`config.mk`:
```
export PLATFORM = sky130hd
export DESIGN_NAME = branch_predictor
export DESIGN_NICKNAME = d
export VERILOG_FILES = /design/src/rtl/branch_predictor_pkg.sv /design/src/rtl/branch_predictor_sat_ctr.sv /design/src/rtl/branch_predictor.sv
export SDC_FILE = /design/constraint.sdc
export NUM_CORES = 2
export LEC_CHECK = 0
export CAP_MARGIN = 20
export CORE_ASPECT_RATIO = 1.2
export CORE_MARGIN = 2
export CORE_UTILIZATION = 40
export CTS_BUF_LIST = sky130_fd_sc_hd__clkbuf_2 sky130_fd_sc_hd__clkbuf_4 sky130_fd_sc_hd__clkbuf_8
export DETAILED_ROUTE_END_ITERATION = 8
export PLACE_DENSITY_LB_ADDON = 0.08
export SLEW_MARGIN = 20
export SYNTH_ARGS = -nofsm -noshare
export SYNTH_HDL_FRONTEND = slang
export SYNTH_SLANG_ARGS = --single-unit
export TNS_END_PERCENT = 30
```
`constraint.sdc`:
```
create_clock -name clk -period 9.9 [get_ports clk]
set_clock_uncertainty 0.1 [all_clocks]
set_input_delay 2.97 -clock clk [delete_from_list [all_inputs] [get_ports clk]]
set_output_delay 2.97 -clock clk [all_outputs]
set_load 0.02 [all_outputs]
```
`src/rtl/branch_predictor_pkg.sv`:
```
// Shared definitions for the BTB branch predictor: index-width helper,
// direction-counter constants and PC field bit offsets.
package branch_predictor_pkg;

  // PC bit where the BTB index starts (instructions are word aligned)
  localparam int PC_IDX_LSB = 2;

  // Number of index bits needed to address a table of the given size
  function automatic int bpu_idx_w(input int entries);
    return $clog2(entries);
  endfunction

  // Saturation ceiling of a CTR_W-bit direction counter
  function automatic int ctr_max(input int ctr_w);
    return (1 << ctr_w) - 1;
  endfunction

  // Weakly-taken value used when a new entry is allocated
  function automatic int ctr_weak_t(input int ctr_w);
    return 1 << (ctr_w - 1);
  endfunction

  // Bit offset of the tag field inside the PC for a given index width
  function automatic int pc_tag_lsb(input int idx_w);
    return PC_IDX_LSB + idx_w;
  endfunction

endpackage

```
`src/rtl/branch_predictor_sat_ctr.sv`:
```
// Saturating up/down direction counter; purely combinational next value.
module bpu_sat_ctr
  import branch_predictor_pkg::*;
#(
  parameter int CTR_W = 2
) (
  input  logic [CTR_W-1:0] ctr_i,
  input  logic             inc_i,
  output logic [CTR_W-1:0] ctr_o
);

  localparam logic [CTR_W-1:0] CTR_MAX = CTR_W'(ctr_max(CTR_W));

  // Step towards taken on inc, towards not-taken otherwise, clamping at the ends
  always_comb begin
    ctr_o = ctr_i;
    if (inc_i) begin
      if (ctr_i != CTR_MAX) ctr_o = ctr_i + CTR_W'(1);
    end else begin
      if (ctr_i != '0) ctr_o = ctr_i - CTR_W'(1);
    end
  end

endmodule

```
`src/rtl/branch_predictor.sv`:
```
// Branch target buffer with saturating-counter direction prediction.
// IF lookup is combinational from table state; EX resolution raises a
// same-cycle mispredict/redirect; the table trains once per resolved
// instruction (never while stalled).
// Optional: define BPU_PERF_CNT_EN to add perf_branches/perf_mispredicts.
module branch_predictor
  import branch_predictor_pkg::*;
#(
  parameter int ENTRIES = 64,
  parameter int TAG_W   = 8,
  parameter int CTR_W   = 2,
  parameter int XLEN    = 32
) (
  input  logic            clk,
  input  logic            reset,
  input  logic            stall,
  input  logic [XLEN-1:0] if_pc,
  output logic            pred_taken,
  output logic [XLEN-1:0] pred_target,
  input  logic            ex_valid,
  input  logic [XLEN-1:0] ex_pc,
  input  logic            ex_is_branch,
  input  logic            ex_taken,
  input  logic [XLEN-1:0] ex_target,
  input  logic            ex_pred_taken,
  input  logic [XLEN-1:0] ex_pred_target,
  output logic            mispredict,
  output logic [XLEN-1:0] redirect_pc
`ifdef BPU_PERF_CNT_EN
  ,
  output logic [31:0]     perf_branches,
  output logic [31:0]     perf_mispredicts
`endif
);

  localparam int IDX_W   = bpu_idx_w(ENTRIES);
  localparam int TAG_LSB = pc_tag_lsb(IDX_W);
  localparam int TGT_W   = XLEN - 2;
  localparam logic [CTR_W-1:0] CTR_WEAK_T = CTR_W'(ctr_weak_t(CTR_W));

  logic             valid_q  [ENTRIES];
  logic             valid_d  [ENTRIES];
  logic [TAG_W-1:0] tag_q    [ENTRIES];
  logic [TAG_W-1:0] tag_d    [ENTRIES];
  logic [TGT_W-1:0] target_q [ENTRIES];
  logic [TGT_W-1:0] target_d [ENTRIES];
  logic [CTR_W-1:0] ctr_q    [ENTRIES];
  logic [CTR_W-1:0] ctr_d    [ENTRIES];

  logic [IDX_W-1:0] if_idx, ex_idx;
  logic [TAG_W-1:0] if_tag, ex_tag;
  logic             if_hit, ex_hit;
  logic             upd;
  logic [CTR_W-1:0] ctr_step;

  assign if_idx = if_pc[PC_IDX_LSB +: IDX_W];
  assign if_tag = if_pc[TAG_LSB +: TAG_W];
  assign ex_idx = ex_pc[PC_IDX_LSB +: IDX_W];
  assign ex_tag = ex_pc[TAG_LSB +: TAG_W];

  assign if_hit = valid_q[if_idx] && (tag_q[if_idx] == if_tag);
  assign ex_hit = valid_q[ex_idx] && (tag_q[ex_idx] == ex_tag);

  // Lookup reads pre-update state: no bypass from a same-cycle update
  assign pred_taken  = if_hit && ctr_q[if_idx][CTR_W-1];
  assign pred_target = pred_taken ? {target_q[if_idx], 2'b00} : if_pc + XLEN'(4);

  // Resolve the EX instruction against what was predicted for it in IF
  always_comb begin
    mispredict = 1'b0;
    if (ex_valid) begin
      if (ex_is_branch)
        mispredict = (ex_taken != ex_pred_taken) ||
                     (ex_taken && (ex_target != ex_pred_target));
      else
        mispredict = ex_pred_taken;  // aliased entry predicted a non-branch taken
    end
  end

  assign redirect_pc = (ex_valid && ex_is_branch && ex_taken) ? ex_target
                                                              : ex_pc + XLEN'(4);

  // A stalled EX holds the same instruction, so it must train only once
  assign upd = ex_valid && !stall;

  bpu_sat_ctr #(.CTR_W(CTR_W)) u_sat_ctr (
    .ctr_i (ctr_q[ex_idx]),
    .inc_i (ex_taken),
    .ctr_o (ctr_step)
  );

  // Next table state: train on hit, allocate on taken miss, drop aliased entries
  always_comb begin
    valid_d  = valid_q;
    tag_d    = tag_q;
    target_d = target_q;
    ctr_d    = ctr_q;
    if (upd) begin
      if (ex_is_branch) begin
        if (ex_hit) begin
          ctr_d[ex_idx] = ctr_step;
          if (ex_taken) target_d[ex_idx] = ex_target[XLEN-1:2];
        end else if (ex_taken) begin
          valid_d[ex_idx]  = 1'b1;
          tag_d[ex_idx]    = ex_tag;
          target_d[ex_idx] = ex_target[XLEN-1:2];
          ctr_d[ex_idx]    = CTR_WEAK_T;
        end
      end else if (ex_hit) begin
        valid_d[ex_idx] = 1'b0;
      end
    end
  end

  // Table registers; tag/target are cleared only to keep simulation X-free
  always_ff @(posedge clk or negedge reset) begin
    if (!reset) begin
      valid_q  <= '{default: 1'b0};
      tag_q    <= '{default: '0};
      target_q <= '{default: '0};
      ctr_q    <= '{default: '0};
    end else begin
      valid_q  <= valid_d;
      tag_q    <= tag_d;
      target_q <= target_d;
      ctr_q    <= ctr_d;
    end
  end

`ifdef BPU_PERF_CNT_EN
  logic [31:0] perf_branches_q, perf_branches_d;
  logic [31:0] perf_mispredicts_q, perf_mispredicts_d;

  // Event counters advance once per resolved instruction and wrap naturally
  always_comb begin
    perf_branches_d    = perf_branches_q + ((upd && ex_is_branch) ? 32'd1 : 32'd0);
    perf_mispredicts_d = perf_mispredicts_q + ((upd && mispredict) ? 32'd1 : 32'd0);
  end

  // Counter registers
  always_ff @(posedge clk or negedge reset) begin
    if (!reset) begin
      perf_branches_q    <= '0;
      perf_mispredicts_q <= '0;
    end else begin
      perf_branches_q    <= perf_branches_d;
      perf_mispredicts_q <= perf_mispredicts_d;
    end
  end

  assign perf_branches    = perf_branches_q;
  assign perf_mispredicts = perf_mispredicts_q;
`endif

endmodule

```
# After elaboration in Yosys (flattened, before gate mapping)
# Cells that the tools add are included.
# word_totals
register_bits	2624
word_cells	340
# classes
bitwise	9
n_reduce_logical	17
magnitude_cmp	3
eq_ne	6
n_addsub	4
n_mux	45
# ops
operator	count
bitwise mux 1920 bit	1
bitwise mux 512 bit	1
two-way mux 128 bit	2
two-way mux 64 bit	4
binary-select mux 30 bit (select 6 bit)	1
demux 30 bit (select 6 bit)	1
AND 64 bit	2
bitwise mux 128 bit	1
NOT 64 bit	2
bitwise OR 64 bit	2
binary-select mux 8 bit (select 6 bit)	2
two-way mux 30 bit	3
adder 32 x 3 -> 32 bit (second input constant)	2
two-way mux 32 bit	2
demux 8 bit (select 6 bit)	1
two-way mux 8 bit	5
!= test 32 bit	1
binary-select mux 2 bit (select 6 bit)	2
equality test 8 bit	2
two-way mux 2 bit	8
greater-or-equal comparator 7 bit (second input constant)	2
NOT 6 -> 7 bit	2
binary-select mux 1 bit (select 6 bit)	2
demux 2 bit (select 6 bit)	1
14 further kinds	32

# Logic depth before layout (Yosys ltp)
# depth
ltp_word	9
depth_mapped	20

# Hierarchy
# A second synthesis with hierarchy kept.
# hier_totals
hier_cells	8603
hier_area_um2	127842.6
# by_module_without_submodules
mod	seq_area_each_um2	n_inst	area_per_inst_um2	cells_per_inst
branch_predictor	65663.0	1	127816.3	8600
bpu_sat_ctr	0.0	1	26.3	3

# Worst setup path after synthesis
# No wires, ideal clock.
# synth_timing
kind	input to output
startpoint	input port if_pc[2]
endpoint	output port pred_target[25]
required_time_ps	6830
n_path_buf	7
arrival_ps	6826
slack_ps	4
cell_stages	11
cell_sequence	buf_6 -> buf_2 -> buf_4 -> buf_2 -> buf_2 -> buf_1 -> buf_1 -> mux4_2 -> mux4_2 -> mux4_2 -> mux2_1
# synth_via
elab_chain_cells	8
word_cells_on_any_way	18
classes_between	add/sub: 1; eq/ne: 1; mux: 13; bitwise: 1; reduce/logical: 2
# synth_lines
item	line_no	rtl
start, declared	branch_predictor.sv:17	input logic [XLEN-1:0] if_pc,
NOT 6 -> 7 bit (not written as such)	branch_predictor.sv:61, branch_predictor.sv:65, branch_predictor.sv:66	
binary-select mux 8 bit (select 6 bit)	branch_predictor.sv:61	assign if_hit = valid_q[if_idx] && (tag_q[if_idx] == if_tag);
two-way mux 8 bit (not written as such) (2 in series)	branch_predictor.sv:61	
equality test 8 bit	branch_predictor.sv:61	
logical AND 1 bit	branch_predictor.sv:61	
logical AND 1 bit	branch_predictor.sv:65	assign pred_taken = if_hit && ctr_q[if_idx][CTR_W-1];
two-way mux 32 bit *	branch_predictor.sv:66	assign pred_target = pred_taken ? {target_q[if_idx], 2'b00} : if_pc + XLEN'(4);
end, declared	branch_predictor.sv:19	output logic [XLEN-1:0] pred_target,
# Mark *: on every way between the ends. The rest lies on a longest branch, timed or not. The select of a mux whose other input is x is not followed.

# Worst setup path in the final report
# layout_timing
startpoint	input port if_pc[2]
endpoint	output port pred_target[31]
# Same word-level chain as after synthesis.

==> impl_metrics.toml <==
[outcome]
outcome = "finished with violations"
failed_checks = "setup timing"

[layout]
stdcell_count = 13300
fin_nets = 8878
final_common_cell = "dfrtp_1"
synthToLayoutAreaGrowth_pct = 16.1
drive_gt1_frac = 0.537
mostFrequentLayoutCells = "dfrtp_1 (2624), mux2_2 (2418), mux4_2 (882), clkbuf_8 (579), buf_4 (400)"

[global_route]
grt_max_degree = 173
grt_usage = 0.300
globalRoute.totalOverflow = 0
antenna_found_initial = 35
grt_pass1_vias = 85000
grt_pass1_wl_mm = 677

[sta]
fin_tns_setup_ns = -3.64
slew_headroom = 0.197
finalCriticalPeriod_ns = 10.05
hold_violations = 0
setup-violations-final = 32
whs_ns = 0.399
max_freq_mhz = 99.5
rsz0062_at_grt = "true"
finalMaxSlewViolations = 0
tightest_slew_ns = 1.20
post-route-worst-setup-slack_ns = -0.148
fin_crit_sh = 1.01

[routing]
wl_met1_mm = 193
drtPass1Iterations = 5
num_vias = 80600
drt.antenna.violating_nets = 0
drt_iter0_markers = 6621
wl_per_cell_um = 36.1
wl_met2_mm = 233
vias_per_cell = 6.05
dr.max_layer_used = "met5"
drt-total-wl_mm = 481
wl_met3_mm = 27.4
drc = 0

[yosys]
synth-edff-count = 0
syn_area_um2 = 126000
synthFlopType = "dfrtp_1"
syn_avg_cell_area_um2 = 15.1
synth-seq-area-share = 0.520
synthArstFlopShare = 1.00
synth_cell_types = 71
synth_nets = 8520
synth-seq-cells = 2624
synthCells = 8382
ys_warn_count = 0

[die]
die_height_um = 620
start_util = 0.401
die-area_um2 = 320000
die_x_um = 517
core-area_um2 = 315000
row_count = 226
boundaryPins = 201

[clock_tree]
clk_latency_ns = 1.14
hold_buffers = 0
cts_made_buffers = 453
cts.clk_slew.worst_paths_ns = 0.06
cts_tree = "built"
cts_max_level = 5
clock-sinks = 2624
clockBufferDepth = 4
clk_root_buffer_cell = "clkbuf_8"

[flow_run]
cap_violations = 0

[worst_hold_path]
holdPathStages = 1
hold_path_startpoint = "target_q[1854]"
hp-class = "reg -> reg"
whs_endpoint = "target_q[1854]"

[placed_design]
hpwl_mm = 306
dp_slack_ns = -0.773
dp.cells = 12500
port-buffer-count = 200
place_congestion = 0.940

[setup_path]
criticalPathCategory = "in -> out"
crit_path_end_kind = "output port"
rr_worst_depth = 14
critical_path_required_ns = 6.83
start_kind = "input port"
reg2reg_to = "tag_q[80]"
r2r_start = "tag_q[80]"
worst-path-max-fanout = 7
arrival_ns = 6.98
r2r_slack_ns = 4.76

[power_and_ir_drop]
powerDensity_nw_per_um2 = 163
vdd_drop_max_uv = 106
leakage_nw = 68.5
-- report_power, final --
| part | internal [mW] | switching, mW | total (mW) |
|---|---|---|---|
| sequential | 11.0 | 0.172 | 11.2 |
| clock | 6.00 | 4.75 | 10.8 |
| combinational | 0.769 | 1.17 | 1.93 |
| total | 17.8 | 6.09 | 23.9 |
-- synthesized netlist by cell type (52+ instances only) --
cell / count / area (um2)
buf_1: 174 / 653
o21ai_0: 160 / 801
nand3_1: 119 / 596
nor2_1: 210 / 788
o21ai_1: 84 / 420
mux2_1: 66 / 743
mux2i_1: 90 / 901
mux4_2: 882 / 19900
nand2_1: 269 / 1010
clkbuf_1: 566 / 2120
xnor2_1: 52 / 455
buf_2: 79 / 395
dfrtp_1: 2624 / 65700
mux2_2: 2421 / 27300
-- how the worst max path moves through the flow --
stage / endpoint / cells past startpoint / startpoint
after floorplan: pred_target[25] / 11 / if_pc[2]
after global placement: pred_target[31] / 16 / if_pc[2]
after detailed placement: pred_target[31] / 16 / if_pc[2]
after CTS: pred_target[31] / 15 / if_pc[2]
after global routing: pred_target[31] / 14 / if_pc[2]
final: pred_target[31] / 15 / if_pc[2]
-- worst max-delay path: stages --
cell and delay [ns]:
buf_16 0.17, buf_12 0.14, buf_12 0.13, mux4_2 0.53, mux4_2 0.58, mux2_2 0.31
nand2_1 0.07, o21ai_1 0.07, xnor2_1 0.27, nand3_1 0.18, or4_4 0.62, buf_16 0.19
buf_12 0.17, mux2_4 0.36, buf_12 0.15
-- registers in the layout, summed over array words and instances, names as in the netlist, named ones only --
signal,cells
target_q,1920
tag_q,512
ctr_q,128
-- metal layers --
metal,vias up,GRT usage
met5,-,0
met4,16,0.142
met3,988,0.0463
met2,2879,0.495
met1,44400,0.388
li1,32300,-
-- area by class of cell --
| cell class | count | area, um2 |
|---|---|---|
| Fill cell | 27900 | 168000 |
| Sequential cell | 2624 | 65700 |
| Multi-Input combinational cell | 4909 | 57900 |
| Clock buffer | 735 | 9130 |
| Timing Repair Buffer | 741 | 7930 |
| Tap cell | 4218 | 5280 |
| Clock inverter | 74 | 688 |
| Inverter | 11 | 41.3 |
| Antenna cell | 16 | 40.0 |
-- timing repair --
action / 4_1_cts / 5_1_grt
gates cloned: 5 / 1
setup buffers: 14 / 9
gates resized for setup: 158 / 36
pin swaps: 3 / 8
endpoints found under the setup margin: 33 / 34
-- per-stage QoR --
stage	instance area [um2]	power, mW	util
2_1_floorplan	126000	12.3	-
3_3_place_gp	136000	13.3	0.432
3_5_place_dp	136000	13.3	0.432
4_1_cts	146000	24.1	0.465
5_1_grt	147000	24.7	0.465
6_report	147000	23.9	0.465
-- kinds of logic after synthesis --
| kind of cell | share of synthesized area |
|---|---|
| buf+inv | 0.0268 |
| flops | 0.520 |
| xor+xnor | 0.00694 |
| compound gates | 0.0293 |
| simple gates | 0.0275 |
| fa+ha+maj | 0.000377 |
| mux | 0.389 |
(Power assumes the default switching activity.)
